### src/rtl/seq_detect_fsm.sv
// Serial pattern detector: compares the last M sampled bits of din against a loadable reference.
// Define SEQ_DET_NO_OVERLAP_EN to restart filling after every match (non-overlapping detection).
module seq_detect_fsm #(
  parameter int unsigned M  = 6,
  parameter int unsigned CW = 8
) (
  input  logic          clk,
  input  logic          rst_n,
  input  logic          din,
  input  logic          din_valid,
  input  logic          load,
  input  logic [M-1:0]  pat,
  output logic          match,
  output logic [CW-1:0] match_cnt,
  output logic          filling
);

  localparam int unsigned    FW        = $clog2(M + 1);
  localparam logic [FW-1:0]  FILL_FULL = FW'(M);
  localparam logic [M-1:0]   PAT_RST   = M'(32'b100111);
  localparam logic [CW-1:0]  CNT_MAX   = '1;

  typedef enum logic {
    FILL,
    RUN
  } state_t;

  state_t        state;
  logic [M-1:0]  pat_r;
  logic [M-1:0]  win;
  logic [FW-1:0] fill_cnt;

  logic [M-1:0]  win_nx;
  logic [FW-1:0] fill_nx;
  logic          hit;

  // Detection looks at the post-shift window so the match is seen on the completing edge.
  always_comb begin
    win_nx  = {win[M-2:0], din};
    fill_nx = (state == FILL) ? fill_cnt + FW'(1) : FILL_FULL;
    hit     = (win_nx == pat_r) && (fill_nx == FILL_FULL);
  end

  always_ff @(posedge clk or negedge rst_n) begin
    if (!rst_n) begin
      state     <= FILL;
      pat_r     <= PAT_RST;
      win       <= '0;
      fill_cnt  <= '0;
      match     <= 1'b0;
      match_cnt <= '0;
    end else if (load) begin
      state     <= FILL;
      pat_r     <= pat;
      win       <= '0;
      fill_cnt  <= '0;
      match     <= 1'b0;
      match_cnt <= '0;
    end else if (din_valid) begin
      win      <= win_nx;
      fill_cnt <= fill_nx;
      match    <= hit;
      if (hit && (match_cnt != CNT_MAX))
        match_cnt <= match_cnt + CW'(1);
      if (fill_nx == FILL_FULL)
        state <= RUN;
`ifdef SEQ_DET_NO_OVERLAP_EN
      if (hit) begin
        state    <= FILL;
        fill_cnt <= '0;
        win      <= '0;
      end
`endif
    end else begin
      match <= 1'b0;
    end
  end

  assign filling = (state == FILL);

endmodule

### config.mk
export PLATFORM = sky130hd
export DESIGN_NAME = seq_detect_fsm
export DESIGN_NICKNAME = d
export VERILOG_FILES = /design/src/rtl/seq_detect_fsm.sv
export SDC_FILE = /design/constraint.sdc
export NUM_CORES = 1
export LEC_CHECK = 0
export CAP_MARGIN = 20
export CORE_AREA = 3 3 58 60
export DETAILED_ROUTE_END_ITERATION = 16
export DIE_AREA = 0 0 61 63
export PLACE_DENSITY = 0.61
export SLEW_MARGIN = 20
export SYNTH_ARGS = -nofsm -noshare
export SYNTH_HDL_FRONTEND = slang
export SYNTH_SLANG_ARGS = --single-unit
### constraint.sdc
create_clock -name clk -period 2.2 [get_ports clk]
set_input_delay 0.66 -clock clk [delete_from_list [all_inputs] [get_ports clk]]
set_output_delay 0.66 -clock clk [all_outputs]
set_load 0.03 [all_outputs]
# Yosys cells after proc, flatten, opt, wreduce, memory -nomap -nowiden
# Cells that the tools add are included.
[classes] n_addsub=2 eq_ne=3 muxes=13 n_bitwise=1 reduce_logical=7
[ops] cell="two-way mux 8 bit" n=3
[ops] cell="two-way mux 5 bit" n=2
[ops] cell="two-way mux 3 bit" n=3
[ops] cell="adder 8 x 1 -> 8 bit, second input constant" n=1
[ops] cell="!= test 8 bit, second input constant" n=1
[ops] cell="equality test 6 bit" n=1
[ops] cell="nonzero test 2 bit" n=3
[ops] cell="two-way mux 1 bit" n=5
[ops] cell="AND reduction 2 bit" n=2
[ops] cell="adder 3 x 1 -> 3 bit, second input constant" n=1
[ops] cell="equality test 3 bit, second input constant" n=1
[ops] cell="logical AND 1 bit" n=2
[ops] cell="inverter 1 bit" n=1
[word_totals] reg_bits=24 input_bits=11 output_inout_bits=10 wordCells=32

# Longest topological paths before layout
[depth] depth_word=8 mapped_depth=7 mapped_depth_nobuf=6

# Worst setup path before layout
# OpenSTA, ideal clock, no wires.
[synth_path] path_type="register to register" startpoint="register fill_cnt[0]" endpoint="register match_cnt[5]" setup_ns=0.078 t_arrival_ns=2.045 required_time_ns=2.122 slack_ns=0.077 path_stages_with_launch=8 period_less_slack_ns=2.123 cell_sequence="dfrtp_1 -> ha_1 -> xnor2_1 -> a2bb2oi_1 -> or4_4 -> buf_6 -> or3_1 -> a21oi_1"
[synth_between] elab_chain_len=7
[synth_rtl] element="start: declaration" line="31" text="logic [FW-1:0] fill_cnt;"
[synth_rtl] element="start signal: assignment" line="61" text="fill_cnt <= fill_nx;"
[synth_rtl] element="adder 3 x 1 -> 3 bit" line="40" text="fill_nx = (state == FILL) ? fill_cnt + FW'(1) : FILL_FULL;"
[synth_rtl] element="two-way mux 3 bit" line="40"
[synth_rtl] element="equality test 3 bit" line="41" text="hit = (win_nx == pat_r) && (fill_nx == FILL_FULL);"
[synth_rtl] element="logical AND 1 bit" line="41"
[synth_rtl] element="logical AND 1 bit" line="63" text="if (hit && (match_cnt != CNT_MAX))"
[synth_rtl] element="nonzero test 2 bit (no line)"
[synth_rtl] element="AND reduction 2 bit (no line)"
[synth_rtl] element="end signal: assignment" line="64" text="match_cnt <= match_cnt + CW'(1);"
[synth_rtl] element="end: declaration" line="14" text="output logic [CW-1:0] match_cnt,"
# No other way between the ends.
# A chain may end at the register's enable or synchronous reset.

# Worst setup path after layout
# Same ends and word-level chain as after synthesis.

==> impl_results.md <==
- Result of the run: completed
- Crit path capture type: flop
- Pleak: 0.680 nW
- CTS max path bufs: 2
- Worst-path maximum fanout: 4
- Count of max-cap constraint violations: 0
- CP Data Required Time: approximately 2.4 ns
- First-pass GRT wire length: 3860 um
- Vias in the first global route: around 900
- Final estimated routing congestion in global placement: 0.795
- Final worst path period need: 2.14 ns
- Skew final: roughly 0.011 ns
- Worst path setup slack after routing: 0.0618 ns
- Top FF cell, synth: dfrtp_1
- Mean Syn Cell Area: between 10 and 15 um2
- Ant diodes: 0
- Combined area of the multi-input logic cells: 562 um2
- Fin cells: approximately 180
- Die span in y: between 60 and 70 um
- Placement Setup Slack: -0.477 ns
- Cell Chain, Critical Path: ha_4, xnor2_1, a2bb2oi_4, or4_4, buf_6, or3_1, a21oi_1
- Cell area after layout: ~0.0016 mm2
- Number of sinks on the clock net: 24
- Post-DP HPWL: 1540 um
- Category of cells accounting for the largest share of critical-path delay: simple AND/OR/NAND/NOR gates
- Final count of hold timing violations: 0
- Achievable clock frequency: between 400 and 500 MHz
- Number of CTS-inserted buffers: 3
- Starting density of the core: between 30% and 40%
- Hold Slack: between 0.5 and 0.6 ns
- Overall routed net length: approximately 2300 um
- Post-synth EDFFs: 0
- Arrival @ worst endpoint: 2.38 ns
- Horiz. Die Dim: a little over 60 um
- Setup TNS Final: 0 ns
- Post-DR wirelength/cell: around 13 um
- Power density over the cells: 524 mW/mm2
- Share of flip-flops with an asynchronous set or reset: 100%
- Setup violation total in the final timing report: 0
- CTS H-Tree Depth: 1
- Post-Syn Nets: 119
- Reg-to-reg startpoint: fill_cnt[0]
- Synth Cell Area: about 0.0012 mm2
- Number of detailed-routing iterations run before antenna repair: 4
- Clock latency reported for the late side of the worst-skew pair: ~0.31 ns
- Drt via density: 5.24
- Commonest non-fill, non-tap cells in the layout: 20 x dfrtp_1, 17 x buf_4, 16 x clkdlybuf4s50_1, 13 x nor2_1
- Clk root buf: clkbuf_4
- Cell with the biggest individual delay on the critical path: or4_4
- Initial detailed-routing violation count: 31
- Die outline area: between 0.003 and 0.004 mm2
- Clock tree from TritonCTS: done
- Startpoint type of the worst setup path: flop
- Placed insts: 165
- Clock transition at the registers of the reported paths: ~0.14 ns
- Post-route clock period utilization: between 90% and 100%
- Core area: between 0.002 and 0.003 mm2
- Actual transition at the worst max-transition pin: approximately 0.31 ns
- Area growth, synth to finish: 38.8%
- ANT nets after route: 0
- Overflow left after global routing: 0
- Post-DP Area: 0.00145 mm2
- Warnings from Yosys: 0
- Total power after layout: about 0.84 mW
- Number of instances in the synthesized netlist: 106
- Fraction of final layout cells sized beyond drive strength 1: roughly 29%
- Tot GR Track Use: 13.0%
- I/O pin cnt: 21
- Number of buffer and inverter stages on the critical path: 1
- Min-delay src: pat_r[3]
- Count of pins over their slew limit: 0
- Pin count of the biggest net entering global routing: 25
- Worst-case vdd ir drop: a little under 0.0003 V
- CP Launch Point: fill_cnt[0]
- Number of storage elements in the synthesis netlist: 24
- Input/output buffers: 20
- DRC violations left: 0
- Critical path class: reg2reg
- # rows: 20
- Proportion of synthesized chip area in sequential cells: between 50% and 60%
- Number of antenna violations at the first check in global routing: 0
- Leading cell type in the layout, fill and taps excluded: dfrtp_1
- Filler instances: around 250
- Total number of vias: 927
- Layout Utilization: a little over half
- Flop2flop setup slack: just over 0.06 ns
- Worst stage delay on the critical path: 0.49 ns
- Sequential cell area in the final layout: between 600 and 700 um2
- Hold crit path type: reg2reg
- Slew Limit Headroom: between 70% and 80%
- Nets: 158
- Cell variety after synth: 27
- Hold Buf Count CTS: 0
## synthesized netlist by cell type (all sizes together), types with 2 or more instances
| cell | instances | share of area (%) |
|---|---|---|
| a21oi | 7 | 3.0 |
| buf | 2 | 1.3 |
| clkbuf | 3 | 0.98 |
| dfrtp | 20 | 43 |
| dfstp | 4 | 9.1 |
| ha | 2 | 2.2 |
| inv | 4 | 1.3 |
| mux2 | 7 | 6.8 |
| mux2i | 7 | 6.1 |
| nand2 | 2 | 0.65 |
| nand3 | 5 | 2.2 |
| nand4 | 2 | 1.1 |
| nor2 | 14 | 4.6 |
| o21ai | 5 | 2.2 |
| or3 | 5 | 2.7 |
| or4 | 2 | 1.6 |
| xnor2 | 7 | 5.3 |
## worst paths after layout
path / end / cells after the start
hold reg to reg: pat_r[3] / 1
setup reg to reg: match_cnt[5] / 7
setup / recovery: match_cnt[5] / 7
max in group asynchronous: pat_r[1] / 2
min in group asynchronous: fill_cnt[1] / 2
hold / removal: pat_r[3] / 1
## state kept, by name (all words and copies together) (netlist names)
name,count
match,1
match_cnt,8
win,5
state,1
pat_r,6
fill_cnt,3
## power by group
part           switching [mW]  internal [mW]
Sequential             0.0147          0.464
Combinational          0.0506         0.0729
Clock                   0.133          0.101
Total                   0.198          0.638
## logic make-up (layout without fill, tap and decap cells)
| family | Yosys count | count (layout) | share of synthesized area, % |
|---|---|---|---|
| and+or+nand+nor | 33 | 34 | 14.5 |
| DFF | 24 | 24 | 52.6 |
| AOI/OAI and AO/OA | 16 | 16 | 8.15 |
| muxes | 14 | 14 | 12.9 |
| buffers and inverters | 9 | 46 | 3.59 |
| xor gates and xnor gates | 8 | 8 | 6.09 |
| adders and majority gates | 2 | 2 | 2.17 |
## area by class of cell
cell class,instances,share of cell area [%]
multi-input cells,74,35.2
repair buffers,38,21.1
well taps,33,2.58
inverters,4,0.940
clock buffers,4,2.27
flip-flops and latches,24,37.9
## metal layers
| layer | GRT usage [%] | up-vias | share of wire [%] |
|---|---|---|---|
| met1 | 15.8 | 446 | 44 |
| met3 | 2.69 | 2 | 4.7 |
| met5 | 0 | - | 0 |
| li1 | - | 453 | - |
| met4 | 5.96 | 0 | 0.82 |
| met2 | 21.4 | 26 | 50 |
## repair_timing
action	CTS	global route
gates cloned	1	0
resized for setup	4	11
setup endpoints to repair	7	8
pin swaps	4	6
setup buffers	7	0
Note: power is estimated with default switching activity, not from simulation.
